`src/rtl/k12a_lcd_pkg.sv`:
```
// Shared types and constants for the k12a HD44780 write sequencer.
// The init ROM is only consumed when LCD_INIT_SEQ_EN is defined.
package k12a_lcd_pkg;

    typedef enum logic [2:0] {
        IDLE,
        SETUP,
        PULSE,
        HOLD,
        EXEC,
        PWRUP
    } lcd_state_t;

    typedef struct packed {
        logic       rs;
        logic [7:0] data;
    } lcd_entry_t;

    localparam logic [7:0] LCD_CMD_CLEAR = 8'h01;
    localparam logic [7:0] LCD_CMD_HOME  = 8'h02;

    // Power-on init bytes, entry 0 in the least significant byte.
    localparam int unsigned LCD_INIT_LEN = 6;
    localparam logic [8*LCD_INIT_LEN-1:0] LCD_INIT_ROM =
        {8'h06, 8'h01, 8'h0C, 8'h38, 8'h38, 8'h38};

    function automatic logic [7:0] lcd_init_byte(input logic [2:0] idx);
        return LCD_INIT_ROM[idx*8 +: 8];
    endfunction

    // Clear (0x01) and home (0x02/0x03) need the long execute wait.
    function automatic logic lcd_is_long(input lcd_entry_t e);
        return !e.rs && ((e.data == LCD_CMD_CLEAR) || (e.data[7:1] == LCD_CMD_HOME[7:1]));
    endfunction

endpackage

```
`src/rtl/k12a_lcd_fifo.sv`:
```
// Synchronous FIFO of LCD write entries; pointers carry one wrap bit so
// full/empty come straight from a pointer compare.
module k12a_lcd_fifo
    import k12a_lcd_pkg::*;
#(
    parameter int unsigned DEPTH = 4
)(
    input  logic                       cpu_clock,
    input  logic                       reset_n,
    input  logic                       push_i,
    input  lcd_entry_t                 entry_i,
    input  logic                       pop_i,
    output lcd_entry_t                 head_o,
    output logic                       full_o,
    output logic                       empty_o,
    output logic [$clog2(DEPTH):0]     count_o
);
    localparam int unsigned AW = $clog2(DEPTH);

    lcd_entry_t    mem_q [DEPTH];
    logic [AW:0]   wptr_q, wptr_d;
    logic [AW:0]   rptr_q, rptr_d;
    logic          do_push;
    logic          do_pop;

    assign empty_o = (wptr_q == rptr_q);
    assign full_o  = (wptr_q[AW] != rptr_q[AW]) && (wptr_q[AW-1:0] == rptr_q[AW-1:0]);
    assign count_o = wptr_q - rptr_q;
    assign head_o  = mem_q[rptr_q[AW-1:0]];

    // A pop in the same cycle frees a slot, so a push into a full FIFO is still taken.
    assign do_pop  = pop_i & ~empty_o;
    assign do_push = push_i & (~full_o | do_pop);

    always_comb begin
        wptr_d = wptr_q;
        rptr_d = rptr_q;
        if (do_push) wptr_d = wptr_q + 1'b1;
        if (do_pop)  rptr_d = rptr_q + 1'b1;
    end

    always_ff @(posedge cpu_clock or negedge reset_n) begin
        if (!reset_n) begin
            wptr_q <= '0;
            rptr_q <= '0;
        end else begin
            wptr_q <= wptr_d;
            rptr_q <= rptr_d;
        end
    end

    always_ff @(posedge cpu_clock) begin
        if (do_push) mem_q[wptr_q[AW-1:0]] <= entry_i;
    end

endmodule

```
`src/rtl/k12a_lcd_ctrl.sv`:
```
// HD44780 write sequencer: FIFO-buffered CPU writes replayed with fixed
// setup/enable/hold/execute timing. LCD_INIT_SEQ_EN adds power-up + init ROM.
module k12a_lcd_ctrl
    import k12a_lcd_pkg::*;
#(
    parameter int unsigned FIFO_DEPTH  = 4,
    parameter int unsigned T_SETUP     = 1,
    parameter int unsigned T_EN        = 2,
    parameter int unsigned T_HOLD      = 1,
    parameter int unsigned T_EXEC      = 160,
    parameter int unsigned T_EXEC_LONG = 6000,
    parameter int unsigned T_PWRUP     = 60000
)(
    input  logic       cpu_clock,
    input  logic       reset_n,
    input  logic       wr_valid,
    input  logic       wr_rs,
    input  logic [7:0] wr_data,
    input  logic       ovf_clear,
    output logic       fifo_full,
    output logic       busy,
    output logic       ovf,
    output logic       lcd_rs,
    output logic       lcd_rw,
    output logic       lcd_en,
    output logic [7:0] lcd_data
);
    localparam int unsigned AW = $clog2(FIFO_DEPTH);

    localparam logic [15:0] LD_SETUP = 16'(T_SETUP - 1);
    localparam logic [15:0] LD_EN    = 16'(T_EN - 1);
    localparam logic [15:0] LD_HOLD  = 16'(T_HOLD - 1);
    localparam logic [15:0] LD_EXEC  = 16'(T_EXEC - 1);
    localparam logic [15:0] LD_LONG  = 16'(T_EXEC_LONG - 1);

`ifdef LCD_INIT_SEQ_EN
    // The power-up wait is preloaded at reset so PWRUP can share the down-counter.
    localparam lcd_state_t  RST_STATE = PWRUP;
    localparam logic [15:0] RST_CNT   = 16'(T_PWRUP - 1);
`else
    localparam lcd_state_t  RST_STATE = IDLE;
    localparam logic [15:0] RST_CNT   = '0;
`endif

    lcd_state_t  state_q, state_d;
    logic [15:0] cnt_q, cnt_d;
    lcd_entry_t  cur_q, cur_d;
    logic        en_q, en_d;
    logic        ovf_q, ovf_d;
    logic        pop;
    logic        drop;
    logic        rom_pending;

    lcd_entry_t  wr_entry;
    lcd_entry_t  head;
    logic        f_full;
    logic        f_empty;
    logic [AW:0] f_count;

`ifdef LCD_INIT_SEQ_EN
    logic [2:0]  rom_idx_q, rom_idx_d;
    logic        rom_done_q, rom_done_d;
    assign rom_pending = ~rom_done_q;
`else
    assign rom_pending = 1'b0;
`endif

    assign wr_entry = '{rs: wr_rs, data: wr_data};

    k12a_lcd_fifo #(
        .DEPTH (FIFO_DEPTH)
    ) u_fifo (
        .cpu_clock (cpu_clock),
        .reset_n   (reset_n),
        .push_i    (wr_valid),
        .entry_i   (wr_entry),
        .pop_i     (pop),
        .head_o    (head),
        .full_o    (f_full),
        .empty_o   (f_empty),
        .count_o   (f_count)
    );

    assign drop      = wr_valid & f_full & ~pop;
    assign fifo_full = f_full;
    assign busy      = (f_count != '0) | (state_q != IDLE) | rom_pending;
    assign ovf       = ovf_q;
    assign lcd_rs    = cur_q.rs;
    assign lcd_data  = cur_q.data;
    assign lcd_en    = en_q;
    assign lcd_rw    = 1'b0;

    always_comb begin
        state_d = state_q;
        cnt_d   = cnt_q;
        cur_d   = cur_q;
        en_d    = en_q;
        pop     = 1'b0;
`ifdef LCD_INIT_SEQ_EN
        rom_idx_d  = rom_idx_q;
        rom_done_d = rom_done_q;
`endif
        ovf_d = drop ? 1'b1 : (ovf_clear ? 1'b0 : ovf_q);

        case (state_q)
            IDLE: begin
`ifdef LCD_INIT_SEQ_EN
                if (!rom_done_q) begin
                    cur_d     = '{rs: 1'b0, data: lcd_init_byte(rom_idx_q)};
                    cnt_d     = LD_SETUP;
                    state_d   = SETUP;
                    rom_idx_d = rom_idx_q + 3'd1;
                    if (rom_idx_q == 3'(LCD_INIT_LEN - 1)) rom_done_d = 1'b1;
                end else
`endif
                if (!f_empty) begin
                    pop     = 1'b1;
                    cur_d   = head;
                    cnt_d   = LD_SETUP;
                    state_d = SETUP;
                end
            end
            SETUP: begin
                if (cnt_q == '0) begin
                    en_d    = 1'b1;
                    cnt_d   = LD_EN;
                    state_d = PULSE;
                end else begin
                    cnt_d = cnt_q - 16'd1;
                end
            end
            PULSE: begin
                if (cnt_q == '0) begin
                    en_d    = 1'b0;
                    cnt_d   = LD_HOLD;
                    state_d = HOLD;
                end else begin
                    cnt_d = cnt_q - 16'd1;
                end
            end
            HOLD: begin
                if (cnt_q == '0) begin
                    cnt_d   = lcd_is_long(cur_q) ? LD_LONG : LD_EXEC;
                    state_d = EXEC;
                end else begin
                    cnt_d = cnt_q - 16'd1;
                end
            end
            EXEC, PWRUP: begin
                if (cnt_q == '0) state_d = IDLE;
                else             cnt_d   = cnt_q - 16'd1;
            end
            default: begin
                state_d = IDLE;
                en_d    = 1'b0;
            end
        endcase
    end

    always_ff @(posedge cpu_clock or negedge reset_n) begin
        if (!reset_n) begin
            state_q <= RST_STATE;
            cnt_q   <= RST_CNT;
            cur_q   <= '0;
            en_q    <= 1'b0;
            ovf_q   <= 1'b0;
        end else begin
            state_q <= state_d;
            cnt_q   <= cnt_d;
            cur_q   <= cur_d;
            en_q    <= en_d;
            ovf_q   <= ovf_d;
        end
    end

`ifdef LCD_INIT_SEQ_EN
    always_ff @(posedge cpu_clock or negedge reset_n) begin
        if (!reset_n) begin
            rom_idx_q  <= '0;
            rom_done_q <= 1'b0;
        end else begin
            rom_idx_q  <= rom_idx_d;
            rom_done_q <= rom_done_d;
        end
    end
`endif

endmodule
```
`config.mk`:
```
export PLATFORM = sky130hd
export DESIGN_NAME = k12a_lcd_ctrl
export DESIGN_NICKNAME = d
export VERILOG_FILES = /design/src/rtl/k12a_lcd_pkg.sv /design/src/rtl/k12a_lcd_fifo.sv /design/src/rtl/k12a_lcd_ctrl.sv
export SDC_FILE = /design/constraint.sdc
export NUM_CORES = 1
export LEC_CHECK = 0
export ABC_AREA = 1
export ABC_CLOCK_PERIOD_IN_PS = 2910
export CAP_MARGIN = 20
export CORE_MARGIN = 2
export CORE_UTILIZATION = 50
export DETAILED_ROUTE_END_ITERATION = 12
export PLACE_DENSITY_LB_ADDON = 0.12
export SLEW_MARGIN = 30
export SYNTH_ARGS = -nofsm -noshare
export SYNTH_HDL_FRONTEND = slang
export SYNTH_SLANG_ARGS = --single-unit
export TNS_END_PERCENT = 30
```
`constraint.sdc`:
```
create_clock -name cpu_clock -period 2.91 [get_ports cpu_clock]
set_input_delay 0.7275 -clock cpu_clock [delete_from_list [all_inputs] [get_ports cpu_clock]]
set_output_delay 0.7275 -clock cpu_clock [all_outputs]
set_load 0.05 [all_outputs]
```
==> metrics.yaml, run 1 <==
timing.final.hold_violations: 0
slew_headroom_pct: 41.7
irDropWorstVdd_uv: 361
clock_sinks: 72
ys_async_sr_fraction_pct: 50.0
synth_seq_cells: 72
clk_latency_ns: 0.33
whs_ns: 0.356
ant_nets: 0
cts_hold_buf: 0
synth.most_common_cell: "nand2_1"
tightestPinTransition_ns: 0.871
max_freq_ghz: 0.364
clockBufferDepth: 2
area_growth_pct: 16.1
synth-edff-count: 36
grt_setup_unrepaired: "no"
cts_resized: 0
dp_slack_ns: 0.444
cp.arrival_ns: 2.02
finalSetupViolCount: 0
die_h_microns: 88.8
fin_ws_ns: 0.161
synth_top_family_by_area: "simple AND/OR/NAND/NOR gates"
tns_ns: 0
syn_area_per_cell_sq_um: 9.29
grt_pass1_vias: 2520
initial_utilization_pct: 52.3
leakagePower_nw: 1.80
synth_largest_area_cell: "edfxtp_1"
port_buffers: 25
switching_share_pct: 27.6
p_int_w: 0.00172
final_net_count: 440
synth_cells: 387
post_dp_cell_area_sq_um: 3950
finalCritPeriodShare_pct: 94.5
combinationalPowerShare_pct: 14.4
synth_cell_type_count: 36
std_cell_rows: 30
post_synth_mux_area_share_pct: 0
power_density_nw_per_um2: 569
diodes: 0
synth_area_leaders: "edfxtp_1 (30%), dfrtp_1 (25%), nand2_1 (7.7%), nor2_1 (6.8%), o21ai_0 (4.3%)"
die_area_sq_um: 7880
synthSimpleGateAreaFrac_pct: 23.1
maxCapViolCount: 0
cts-root-buf: "clkbuf_8"
crit_type: "reg2out"
num-fill-cells: 603
period_needed_ns: 2.75
cts_buffers: 9
required_ns: 2.18
place_hpwl_microns: 5170
drive_gt1_share_pct: 11.6
clkTransAtPathRegs_ns: 0.08
synth_warnings: 0
antenna_found_initial: 0
worst-path-max-fanout: 4
cp-end-kind: "primary output"
cts-htree-levels: 3
vias_per_cell: 5.00
drt_iter0_markers: 158
gp_congestion: 0.772
fin_skew_ns: 0.00598
die_width_microns: 88.8
firstDrtPassIters: 5
grt_max_degree: 37
synth_fa_ha_area_share_pct: 3.34
wl_microns: 7280
syn_nets: 409
via_count: 2596
clkPwrFrac_pct: 32.9
cts_tree: "yes"
design_area_sq_um: 4170
seqPwrFrac_pct: 52.7
switchingPower_w: 0.000654
grt-ovfl-total: 0
status: "finished clean"
synth-compound-area-share_pct: 8.11
syn_area_sq_um: 3590
post_cts_buffers: 0
synth_commonest_cells: "nand2_1 (74), nor2_1 (65), dfrtp_1 (36), edfxtp_1 (36), inv_1 (36)"
core_area_sq_um: 6870
synthFlopType: "edfxtp_1"
wl_per_cell_microns: 14.0
hold_path_class: "in2async"
grt_pass1_wl_microns: 12200
crit_path_start_kind: "flop"
synth_top_area_share_pct: 30.1
slew_viol_final: 0
ys_seq_area_share_pct: 55.2
post-route-drc-count: 0
ioPinCount: 27
yosys.area_share.xor_xnor_pct: 4.11
grtUsageTotal_pct: 20.7
power groups by stage:
| stage | sequential [W] | combinational (W) | clock [W] |
|---|---|---|---|
| final | 0.00125 | 0.000342 | 0.000782 |
| after global routing | 0.00126 | 0.000395 | 0.000837 |
| after CTS | 0.00125 | 0.000345 | 0.000801 |
| after detailed placement | 0.00127 | 0.000343 | 0 |
| after global placement | 0.00127 | 0.000330 | 0 |
| after floorplan | 0.00128 | 0.000207 | 0 |
final cells by class:
type                       instances  area (sq um)  share of cell area [%]
inverter                          44           168                    4.02
clock inverter                     7          70.1                    1.68
tap                               96           120                    2.88
sequential                        72          1980                    47.5
multi-input combinational        262          1390                    33.4
clock buffer                       9           124                    2.97
timing repair buffer              29           315                    7.56
logic make-up after synthesis:
group	Yosys count
AND/OR/NAND/NOR	182
flip-flops	72
AO/OA/AOI/OAI	54
buffers and inverters	53
XOR/XNOR	16
adder cells (fa/ha/maj)	9
other	1
layer usage:
layer	vias up	track usage [%]	wire length [microns]
met5	-	0	0
met4	0	6.47	66
met3	6	4.76	283
met2	45	30.3	3180
met1	1222	30.7	3750
li1	1323	-	-
layout by cell type, fill, tap and decap left out, drive strengths merged:
cell type / Yosys / layout
a21oi: 3 / 3
a22oi: 1 / 1
a31oi: 4 / 4
buf: 8 / 7
bufinv: 0 / 1
clkbuf: 1 / 9
clkdlybuf4s50: 0 / 22
clkinv: 1 / 6
conb: 1 / 1
dfrtp: 36 / 36
edfxtp: 36 / 36
fa: 1 / 1
ha: 8 / 8
inv: 43 / 44
nand2: 80 / 80
nand3: 22 / 22
nand3b: 4 / 4
nand4: 2 / 2
nor2: 73 / 73
o211ai: 1 / 1
o21ai: 37 / 37
o21bai: 1 / 1
o22ai: 7 / 7
or2: 1 / 1
xnor2: 4 / 4
xor2: 12 / 12
flip-flops by register name (all words and copies together), names as in the netlist:
signal / cells
u_fifo.mem_q: 36
cnt_q: 16
lcd_data: 8
state_q: 3
u_fifo.rptr_q: 3
u_fifo.wptr_q: 3
lcd_en: 1
lcd_rs: 1
ovf: 1
path summary, 6_finish.rpt:
path	from	slack [ns]	end	cells after the start
max in group asynchronous	reset_n	2.08	state_q[1]$_DFFE_PN0P_	2
min in group cpu_clock	lcd_en$_DFFE_PN0P_	0.48	lcd_en$_DFFE_PN0P_	2
hold / removal	reset_n	0.36	lcd_data[1]$_DFFE_PN0P_	1
hold reg to reg	lcd_en$_DFFE_PN0P_	0.48	lcd_en$_DFFE_PN0P_	2
setup / recovery	u_fifo.wptr_q[0]$_DFFE_PN0P_	0.16	busy	7
setup reg to reg	u_fifo.rptr_q[1]$_DFFE_PN0P_	0.49	u_fifo.mem_q[1][6]$_DFFE_PP_	7
per-stage QoR:
stage / total power, W / instances / util (%)
2_1_floorplan: 0.00148 / 387 / -
3_3_place_gp: 0.00160 / 502 / 57.5
3_5_place_dp: 0.00162 / 502 / 57.5
4_1_cts: 0.00240 / 518 / 60.3
5_1_grt: 0.00249 / 519 / 60.7
6_report: 0.00237 / 519 / 60.7
worst max-delay path, cell delays in order, from the launching register on:
cell     delay (ns)
dfrtp_1        0.38
inv_1          0.10
ha_1           0.20
fa_1           0.48
nand3_1        0.08
a21oi_1        0.10
o21ai_0        0.15
buf_12         0.19
(Power assumes the default switching activity.)
==> run 2, diff against run 1 <==
Settings changed: CELL_PAD_IN_SITES_DETAIL_PLACEMENT set to 1, CELL_PAD_IN_SITES_GLOBAL_PLACEMENT set to 2, CORE_UTILIZATION 50 to 37.
==> metrics.yaml, run 2 (synthesis results as in run 1) <==
design_area_sq_um: 4210  # +0.84%
period_needed_ns: 2.74  # -0.0114 ns
timing.final.hold_violations: 0  # unchanged
switching_share_pct: 27.9  # +0.37 points
clkTransAtPathRegs_ns: 0.09  # about the same
diodes: 0  # unchanged
num-fill-cells: 1102  # +83%
use_met1_pct: 26.1  # -4.5 points
port_buffers: 25  # unchanged
initial_utilization_pct: 38.5  # -14 points
utilization_pct: 45.1  # -16 points
irDropWorstVdd_uv: 399  # +11%
area_growth_pct: 17.0
crit_type: "reg2out"
maxCapViolCount: 0  # unchanged
leakagePower_nw: 1.79  # -0.72%
slew_viol_final: 0  # unchanged
die_h_microns: 103  # +16%
die_area_sq_um: 10500  # +33%
grt_pass1_vias: 2764  # +9.7%
status: "finished clean"
required_ns: 2.18  # about the same
clockBufferDepth: 2  # unchanged
cts_buffers: 9  # unchanged
final_net_count: 441  # +0.23%
clkPwrFrac_pct: 33.2  # +0.3 points
final_common_cell: "nand2_1"
hold_path_class: "in2async"
finalCritPeriodShare_pct: 94.1  # -0.39 points
tightestPinTransition_ns: 0.861  # -0.0107 ns
grt-ovfl-total: 0  # unchanged
vias_per_cell: 4.71  # -5.8%
grt_max_degree: 37  # unchanged
switchingPower_w: 0.000669  # +2.3%
grtUsageTotal_pct: 18.0  # -2.7 points
ioPinCount: 27  # unchanged
cp-end-kind: "primary output"
ant_nets: 0  # unchanged
antenna_found_initial: 0  # unchanged
cp.arrival_ns: 2.01  # about the same
wl_microns: 8280  # +14%
clock_sinks: 72  # unchanged
drt_iter0_markers: 82  # -48%
met3_usage_pct: 3.32  # -1.4 points
power_density_nw_per_um2: 570  # +0.12%
tns_ns: 0  # unchanged
p_int_w: 0.00173  # +0.45%
drive_gt1_share_pct: 11.8  # +0.21 points
finalSetupViolCount: 0  # unchanged
seqPwrFrac_pct: 52.2  # -0.5 points
wl_per_cell_microns: 15.0  # +6.8%
largest_reg_flops: 36  # unchanged
die_width_microns: 103  # +16%
layout_common_cells: "nand2_1 (74), nor2_1 (65), inv_1 (36), dfrtp_1 (36), edfxtp_1 (36)"
worst-path-max-fanout: 4  # unchanged
post_dp_cell_area_sq_um: 4010  # +1.4%
max_freq_ghz: 0.365  # +0.42%
std_cell_rows: 35  # +17%
cts-root-buf: "clkbuf_8"
grt_use_met2_pct: 27.7  # -2.6 points
combinationalPowerShare_pct: 14.6  # +0.2 points
cts_tree: "yes"
core_area_sq_um: 9330  # +36%
fin_skew_ns: 0.0136  # +0.00761 ns
post-route-drc-count: 0  # unchanged
grt.busiest_layer: "met2"
gp_congestion: 0.809  # +4.8%
crit_path_start_kind: "flop"
grt_setup_unrepaired: "no"
via_count: 2606  # +0.39%
cts-htree-levels: 3  # unchanged
slew_headroom_pct: 42.4  # +0.72 points
firstDrtPassIters: 4  # -1
clk_latency_ns: 0.35  # +0.02 ns
grt_pass1_wl_microns: 14400  # +18%
place_hpwl_microns: 6070  # +17%
## run 2: cell types whose count changed in the layout (fill, tap and decap cells not counted)
cell / change
buf_16: -1
o21ai_0: -1
buf_4: +3
clkinv_4: -1
clkinv_2: -2
buf_2: -1
clkinvlp_4: +3
clkbuf_1: +1
clkinv_1: -1
o21ai_1: +1
## run 2: cell type report
type	count	area, sq um	share of cell area [%]
repair buffers	30	305	7.26
inverters	44	168	3.99
clock inverters	6	70.1	1.67
well taps	129	161	3.84
multi-input cells	262	1390	33.1
flip-flops and latches	72	1980	47.1
clock buffers	10	128	3.03
## run 2: per-stage QoR
step                power [W]  hold slack (ns)  cells  worst slack, ns
floorplan             0.00148            0.432    387           0.0702
global route          0.00253            0.363    553           0.0474
global placement      0.00161            0.471    537            0.514
detailed placement    0.00163            0.470    537            0.443
finish                0.00240            0.328    553            0.173
CTS                   0.00244            0.497    553           0.0765
## run 2: power by group through the flow
stage	sequential (W)	combinational, W	clock, W
finish	0.00125	0.000350	0.000797
global route	0.00126	0.000401	0.000869
CTS	0.00125	0.000361	0.000822
detailed placement	0.00127	0.000358	0
global placement	0.00127	0.000344	0
floorplan	0.00128	0.000207	0
## run 2: final timing paths
path | end | startpoint | slack [ns] | cells past startpoint
max in group asynchronous | state_q[1]$_DFFE_PN0P_ | reset_n | 2.17 | 1
hold reg to reg | lcd_en$_DFFE_PN0P_ | lcd_en$_DFFE_PN0P_ | 0.49 | 2
setup / recovery | busy | u_fifo.wptr_q[0]$_DFFE_PN0P_ | 0.17 | 7
min in group cpu_clock | lcd_en$_DFFE_PN0P_ | lcd_en$_DFFE_PN0P_ | 0.49 | 2
setup reg to reg | u_fifo.mem_q[2][0]$_DFFE_PP_ | u_fifo.wptr_q[0]$_DFFE_PN0P_ | 0.65 | 7
hold / removal | lcd_data[0]$_DFFE_PN0P_ | reset_n | 0.33 | 1
## run 2: worst max-delay path, stage by stage, from the launching register on
cell and delay [ns]:
dfrtp_1 0.38, inv_1 0.11, ha_1 0.21, fa_1 0.48
nand3_1 0.08, a21oi_1 0.12, o21ai_1 0.12, buf_12 0.17
## run 2: timing repair
action,in CTS,in global routing
resized for setup,0,1
buffers inserted,0,0
hold buffers,0,0
setup endpoints to repair,0,1
## run 2: routing by layer
| layer | vias up | part of all wire (%) | wire (microns) |
|---|---|---|---|
| met5 | - | 0 | 0 |
| met1 | 1237 | 50 | 4180 |
| met2 | 44 | 45 | 3720 |
| li1 | 1316 | - | - |
| met4 | 0 | 1.4 | 115 |
| met3 | 9 | 3.2 | 268 |
